$ cat src/rtl/reg_file_async_reset.sv
// Register file with async-reset entries, one synchronous write port and two
// combinational read ports; entry 0 always reads as zero.
module reg_file_async_reset #(
    parameter int WIDTH    = 32,
    parameter int NUM_REGS = 32,
    parameter int BYPASS   = 1,
    localparam int ADDR_W  = $clog2(NUM_REGS)
) (
    input  logic              clk,
    input  logic              rst,
    input  logic              wr_en,
    input  logic [ADDR_W-1:0] wr_addr,
    input  logic [WIDTH-1:0]  wr_data,
    input  logic [ADDR_W-1:0] rs1_addr,
    input  logic [ADDR_W-1:0] rs2_addr,
    output logic [WIDTH-1:0]  rs1_data,
    output logic [WIDTH-1:0]  rs2_data
);

    logic [WIDTH-1:0] regs [NUM_REGS];
    logic             wr_live;
    logic             bypass_on;

    // A write only counts outside reset and never targets x0.
    assign wr_live   = wr_en && !rst && (wr_addr != '0);
    assign bypass_on = (BYPASS != 0);

    always_ff @(posedge clk or posedge rst) begin
        if (rst) begin
            for (int i = 0; i < NUM_REGS; i++) begin
                regs[i] <= '0;
            end
        end else if (wr_live) begin
            regs[wr_addr] <= wr_data;
        end
    end

    always_comb begin
        rs1_data = regs[rs1_addr];
        if (rs1_addr == '0) begin
            rs1_data = '0;
        end else if (bypass_on && wr_live && (wr_addr == rs1_addr)) begin
            rs1_data = wr_data;
        end
    end

    always_comb begin
        rs2_data = regs[rs2_addr];
        if (rs2_addr == '0) begin
            rs2_data = '0;
        end else if (bypass_on && wr_live && (wr_addr == rs2_addr)) begin
            rs2_data = wr_data;
        end
    end

endmodule
$ cat config.mk
export PLATFORM = sky130hd
export DESIGN_NAME = reg_file_async_reset
export DESIGN_NICKNAME = d
export VERILOG_FILES = /design/src/rtl/reg_file_async_reset.sv
export SDC_FILE = /design/constraint.sdc
export NUM_CORES = 2
export LEC_CHECK = 0
export CAP_MARGIN = 10
export CELL_PAD_IN_SITES_DETAIL_PLACEMENT = 0
export CELL_PAD_IN_SITES_GLOBAL_PLACEMENT = 1
export CORE_MARGIN = 3
export CORE_UTILIZATION = 53
export DETAILED_ROUTE_END_ITERATION = 8
export PLACE_DENSITY_LB_ADDON = 0.3
export SYNTH_ARGS = -nofsm -noshare
export SYNTH_HDL_FRONTEND = slang
export SYNTH_SLANG_ARGS = --single-unit
$ cat constraint.sdc
create_clock -name clk -period 47.5 [get_ports clk]
set_input_delay 7.125 -clock clk [delete_from_list [all_inputs] [get_ports clk]]
set_output_delay 7.125 -clock clk [all_outputs]
set_load 0.01 [all_outputs]
# Yosys cells after proc, flatten, opt, wreduce, memory -nomap -nowiden
# Cells that the tools add are included.
[word_totals] input_bits=50 reg_bits=1024
[op_classes] bitwise_logic=3 n_lt_le_gt_ge=4 eq_ne=2 muxes=13 n_reduce_logical=9
[op_table] cell="$bwmux 1024" count=1
[op_table] cell="$bmux 32 s5" count=2
[op_table] cell="$mux 32" count=9
[op_table] cell="$demux 32 s5" count=1
[op_table] cell="$ge 6x6->1 const B" count=3
[op_table] cell="$not 5->6" count=3
[op_table] cell="$eq 5x5->1" count=2
[op_table] cell="$logic_not 5->1" count=2
[op_table] cell="$lt 6x1->1 const B" count=1
[op_table] cell="$logic_and 1x1->1" count=5
[op_table] cell="$reduce_bool 5->1" count=1
[op_table] cell="$logic_not 1->1" count=1

# Longest topological paths before layout
[depth] ltp_word=6 mapped_depth=10

# Worst setup path before layout
# Ideal clock, no wire load.
[synth_path] path_kind="input -> output" from="input rs1_addr[1]" to="output rs1_data[14]" t_arrival_ns=8.721 stages=8 path_slack_ns=31.654 n_path_buf=4 cell_sequence="buf_6 -> buf_6 -> buf_2 -> buf_2 -> mux4_2 -> a22oi_1 -> o21ai_0 -> a221o_1"
[synth_via] elab_chain_cells=6
[synth_rtl] element="start, declared" line_no="14" text="input logic [ADDR_W-1:0] rs1_addr,"
[synth_rtl] element="$not 5->6 (implied by the code)" line_no="39" text="rs1_data = regs[rs1_addr];"
[synth_rtl] element="$bmux 32 s5" line_no="39"
[synth_rtl] element="$mux 32 (implied by the code) (2 in series)" line_no="39"
[synth_rtl] element="$mux 32" line_no="42" text="end else if (bypass_on && wr_live && (wr_addr == rs1_addr)) begin"
[synth_rtl] element="$mux 32 (*)" line_no="40" text="if (rs1_addr == '0) begin"
[synth_rtl] element="end, declared" line_no="16" text="output logic [WIDTH-1:0] rs1_data,"
# Mark *: on every way between the ends. The rest lies on a longest branch, timed or not. The select of a mux whose other input is x is not followed.

# Final worst setup path
[layout_path] from="input rs2_addr[0]" to="output rs2_data[2]"
[layout_via] elab_chain_cells=6
[layout_rtl] element="start, declared" line_no="15" text="input logic [ADDR_W-1:0] rs2_addr,"
[layout_rtl] element="$not 5->6 (implied by the code)" line_no="48" text="rs2_data = regs[rs2_addr];"
[layout_rtl] element="$bmux 32 s5" line_no="48"
[layout_rtl] element="$mux 32 (implied by the code) (2 in series)" line_no="48"
[layout_rtl] element="$mux 32" line_no="51" text="end else if (bypass_on && wr_live && (wr_addr == rs2_addr)) begin"
[layout_rtl] element="$mux 32 (*)" line_no="49" text="if (rs2_addr == '0) begin"
[layout_rtl] element="end, declared" line_no="17" text="output logic [WIDTH-1:0] rs2_data"
# Marked as above.

==> impl_metrics.ini <==
[final_layout]
top_register = regs
reg_top3 = regs x1024
layout-drive-gt1-share_pct = 42.6
areaGrowthSynthToFinish_pct = 9.57
largest_reg_flops = 1024
final_cell_count_no_fill = 5385
nNetsFinal = 3964

[global_route]
grt_max_degree = 163
grt-ovfl-total = 0
grt_pass1_vias = 37800
grt_pass1_wl_um = 273000
antenna_found_initial = 4
track_usage_pct = 34.6

[clock_network]
cts_hold_buf = 0
cts_resized = 0
cts_tree = yes
post_cts_buffers = 0
htreeDepth = 3
ctsLongestPathBuffers = 3
cts_root_buf = clkbuf_16
clk_pin_slew_worst_paths_ns = 0.06
cts.sinks = 1024
clk_latency_ns = 0.68
cts_made_buffers = 110

[detailed_routing]
dr.first_iter.drc_count = 4816
routedWlPerCell_um = 35.0
wirelength_um = 189000
num_vias = 38300
firstDrtPassIters = 6
drt.antenna.violating_nets = 0
drt-vias-per-instance = 7.11
drcViolationCount = 0

[synthesis]
synth_area_leaders = dfrtp_1 46%, mux2_2 20%, mux4_2 14%
yosysTopAreaCell = dfrtp_1
synth_edf_count = 0
synth_area_per_cell_um2 = 13.9
synthDistinctLibCells = 70
ys_ff_latch = 1024
synthCells = 4024
ys_seq_area_share_pct = 45.8
synth_ff_type = dfrtp_1
yosysWarnings = 0
async_flop_share_pct = 100
synth_fp_nets = 4074
synth_area_mm2 = 0.0559
synth_top_area_share_pct = 45.8

[sta]
timing.final.crit_period_ns = 19.31
setup_viol = 0
finalClockSkew_ns = 0
max_freq_mhz = 51.8
hold_viol = 0
fin_crit_sh_pct = 40.6
drv_slew = 0
slew_headroom_pct = 10.9
finalSetupTns_ns = 0
rsz0062_at_grt = no
worstMarginPinSlew_ns = 1.33

[worst_setup_path]
slowest_stage = buf_4
r2r_end = regs[973]
timing.rr.start = regs[973]
cp_top_family = buffers and inverters
path_max_fanout = 93
cp_data_required_time_ns = 40.38
cpMostUsedCell = buf_4
cp_num_buf_inv = 5
cp-start-kind = input pin
rr_worst_depth = 1
crit_type = in2out
cp_slowest_stage_delay_ns = 0.83
worstSetupStartpoint = rs2_addr[0]
crit_path_cell_trace = buf_8 > buf_12 > buf_4 > buf_4 > mux2_2 > o22ai_1 > or3_1 > o211a_1 > nor3_1 > clkdlybuf4s50_1
ff2ff_setup_slack_ns = 46.69
end_kind = output pin
arrival_ns = 12.18

[floorplan]
die_h_um = 331
num_io_pins = 114
num_rows = 118
dieArea_mm2 = 0.109
core_mm2 = 0.104
die_w_um = 331
start_util_pct = 53.7

[worst_hold_path]
whs_endpoint = regs[1009]
worstHoldStart = regs[1009]
min_path_cells = 0
holdCritPathClass = reg2reg

[place]
port_buffers = 113
dp_cells = 5182
hpwl_um = 103000
place.gp.congestion = 0.824

[power]
p_seq_share_pct = 44.6
powerDensity_mw_per_mm2 = 39.0
p_sw_uw = 641
p_int_uw = 1750
p_comb_share_pct = 17.0
total_power_uw = 2390
p_clk_share_pct = 38.4
p_leak_uw = 0.0276
ir_worst_vdd_mv = 0.0290
p_sw_share_pct = 26.8

[flow_run]
drv_cap = 0

[status]
status = finished, final reports clean
## power by group through the flow
stage | sequential (uW) | clock, uW | combinational [uW]
floorplan | 1050 | 0 | 307
global route | 1080 | 957 | 432
CTS | 1060 | 924 | 403
global placement | 1070 | 0 | 394
detailed placement | 1080 | 0 | 402
finish | 1070 | 917 | 406
## cell families (layout without fill, tap and decap cells)
group | count (synthesis) | in the layout | share of synthesized area (%)
buffers and inverters | 467 | 446 | 4.65
other | 0 | 2 | 0
and+or+nand+nor | 408 | 408 | 3.59
DFF | 1024 | 1024 | 45.8
muxes | 1628 | 1628 | 39.4
AOI/OAI and AO/OA | 487 | 487 | 6.32
xor gates and xnor gates | 10 | 10 | 0.157
## layout make-up
cell class	instances	area (um2)
antenna	2	5.00
clock buffer	171	3390
clock inverter	30	450
fill	8227	42800
inverter	13	56.3
multi-input combinational	2533	27900
sequential	1024	25600
tap	1380	1730
timing repair buffer	232	2100
## how the worst max path moves through the flow
stage | end | slack, ns | cells after the start
2_1_floorplan | regs[0] | 11.56 | 1
3_3_place_gp | rs2_data[2] | 28.23 | 10
3_5_place_dp | rs2_data[2] | 28.20 | 10
4_1_cts | rs2_data[2] | 28.19 | 10
5_1_grt | rs2_data[2] | 27.97 | 10
6_report | rs2_data[2] | 28.19 | 10
## per-stage QoR
stage                     cell area, um2  setup slack [ns]  util (%)  hold slack, ns
after detailed placement           57400             28.20      55.1           0.384
final                              61200             28.19      58.8           0.393
after global placement             57300             28.23      55.1           0.374
after CTS                          61200             28.19      58.8           0.397
after global routing               61200             27.97      58.8           0.409
after floorplan                    55900             11.56         -           0.438
## cell usage after synthesis, drive strengths merged (10+ instances only)
cell type and n:
a221o 25, inv 12, nor3b 16, o22ai 84, clkbuf 198, a31oi 11, o211ai 20, nand3 21
nor3 27, nand2b 15, xor2 10, nand2 134, a22o 35, mux2 984, o211a 13, a22oi 36
a221oi 75, a211oi 16, buf 256, dfrtp 1024, mux4 359, mux2i 285, nor2 106, a21oi 16
nor4 33, o21ai 111, a2111oi 10
## per-layer routing
layer,global-route usage [%],vias to the layer above,routed length (um)
li1,-,15200,-
met1,49.5,20500,77900
met2,51.9,2103,83900
met3,7.27,436,18400
met4,13.7,2,8310
met5,0,-,10
## layout by cell type, fill, tap and decap left out, types with 6 or more instances in the layout
cell type        instances
nor4_1                  32
mux4_2                 354
a22oi_1                 36
a221o_1                 25
o21a_1                   6
o31a_1                   8
xor2_1                  10
o211a_1                 13
a21oi_1                 15
nor3b_1                 14
o21ai_0                102
nand2_1                117
mux2i_1                285
o211ai_1                20
o22a_1                   6
clkdlybuf4s50_1        103
nand3_1                 21
or4_1                    8
clkbuf_1                24
dfrtp_1               1024
a221oi_1                73
nand2_2                 12
a22o_1                  35
mux2_2                 984
clkbuf_16              113
nor2_1                  91
a211oi_1                16
bufinv_16               11
inv_1                    9
a31oi_1                 11
clkbuf_8                36
nor2_4                  13
nor3_1                  25
clkinv_2                12
or3_1                    7
nand2b_1                15
o22ai_1                 84
o21ai_1                  9
buf_4                  114
(Power assumes the default switching activity.)
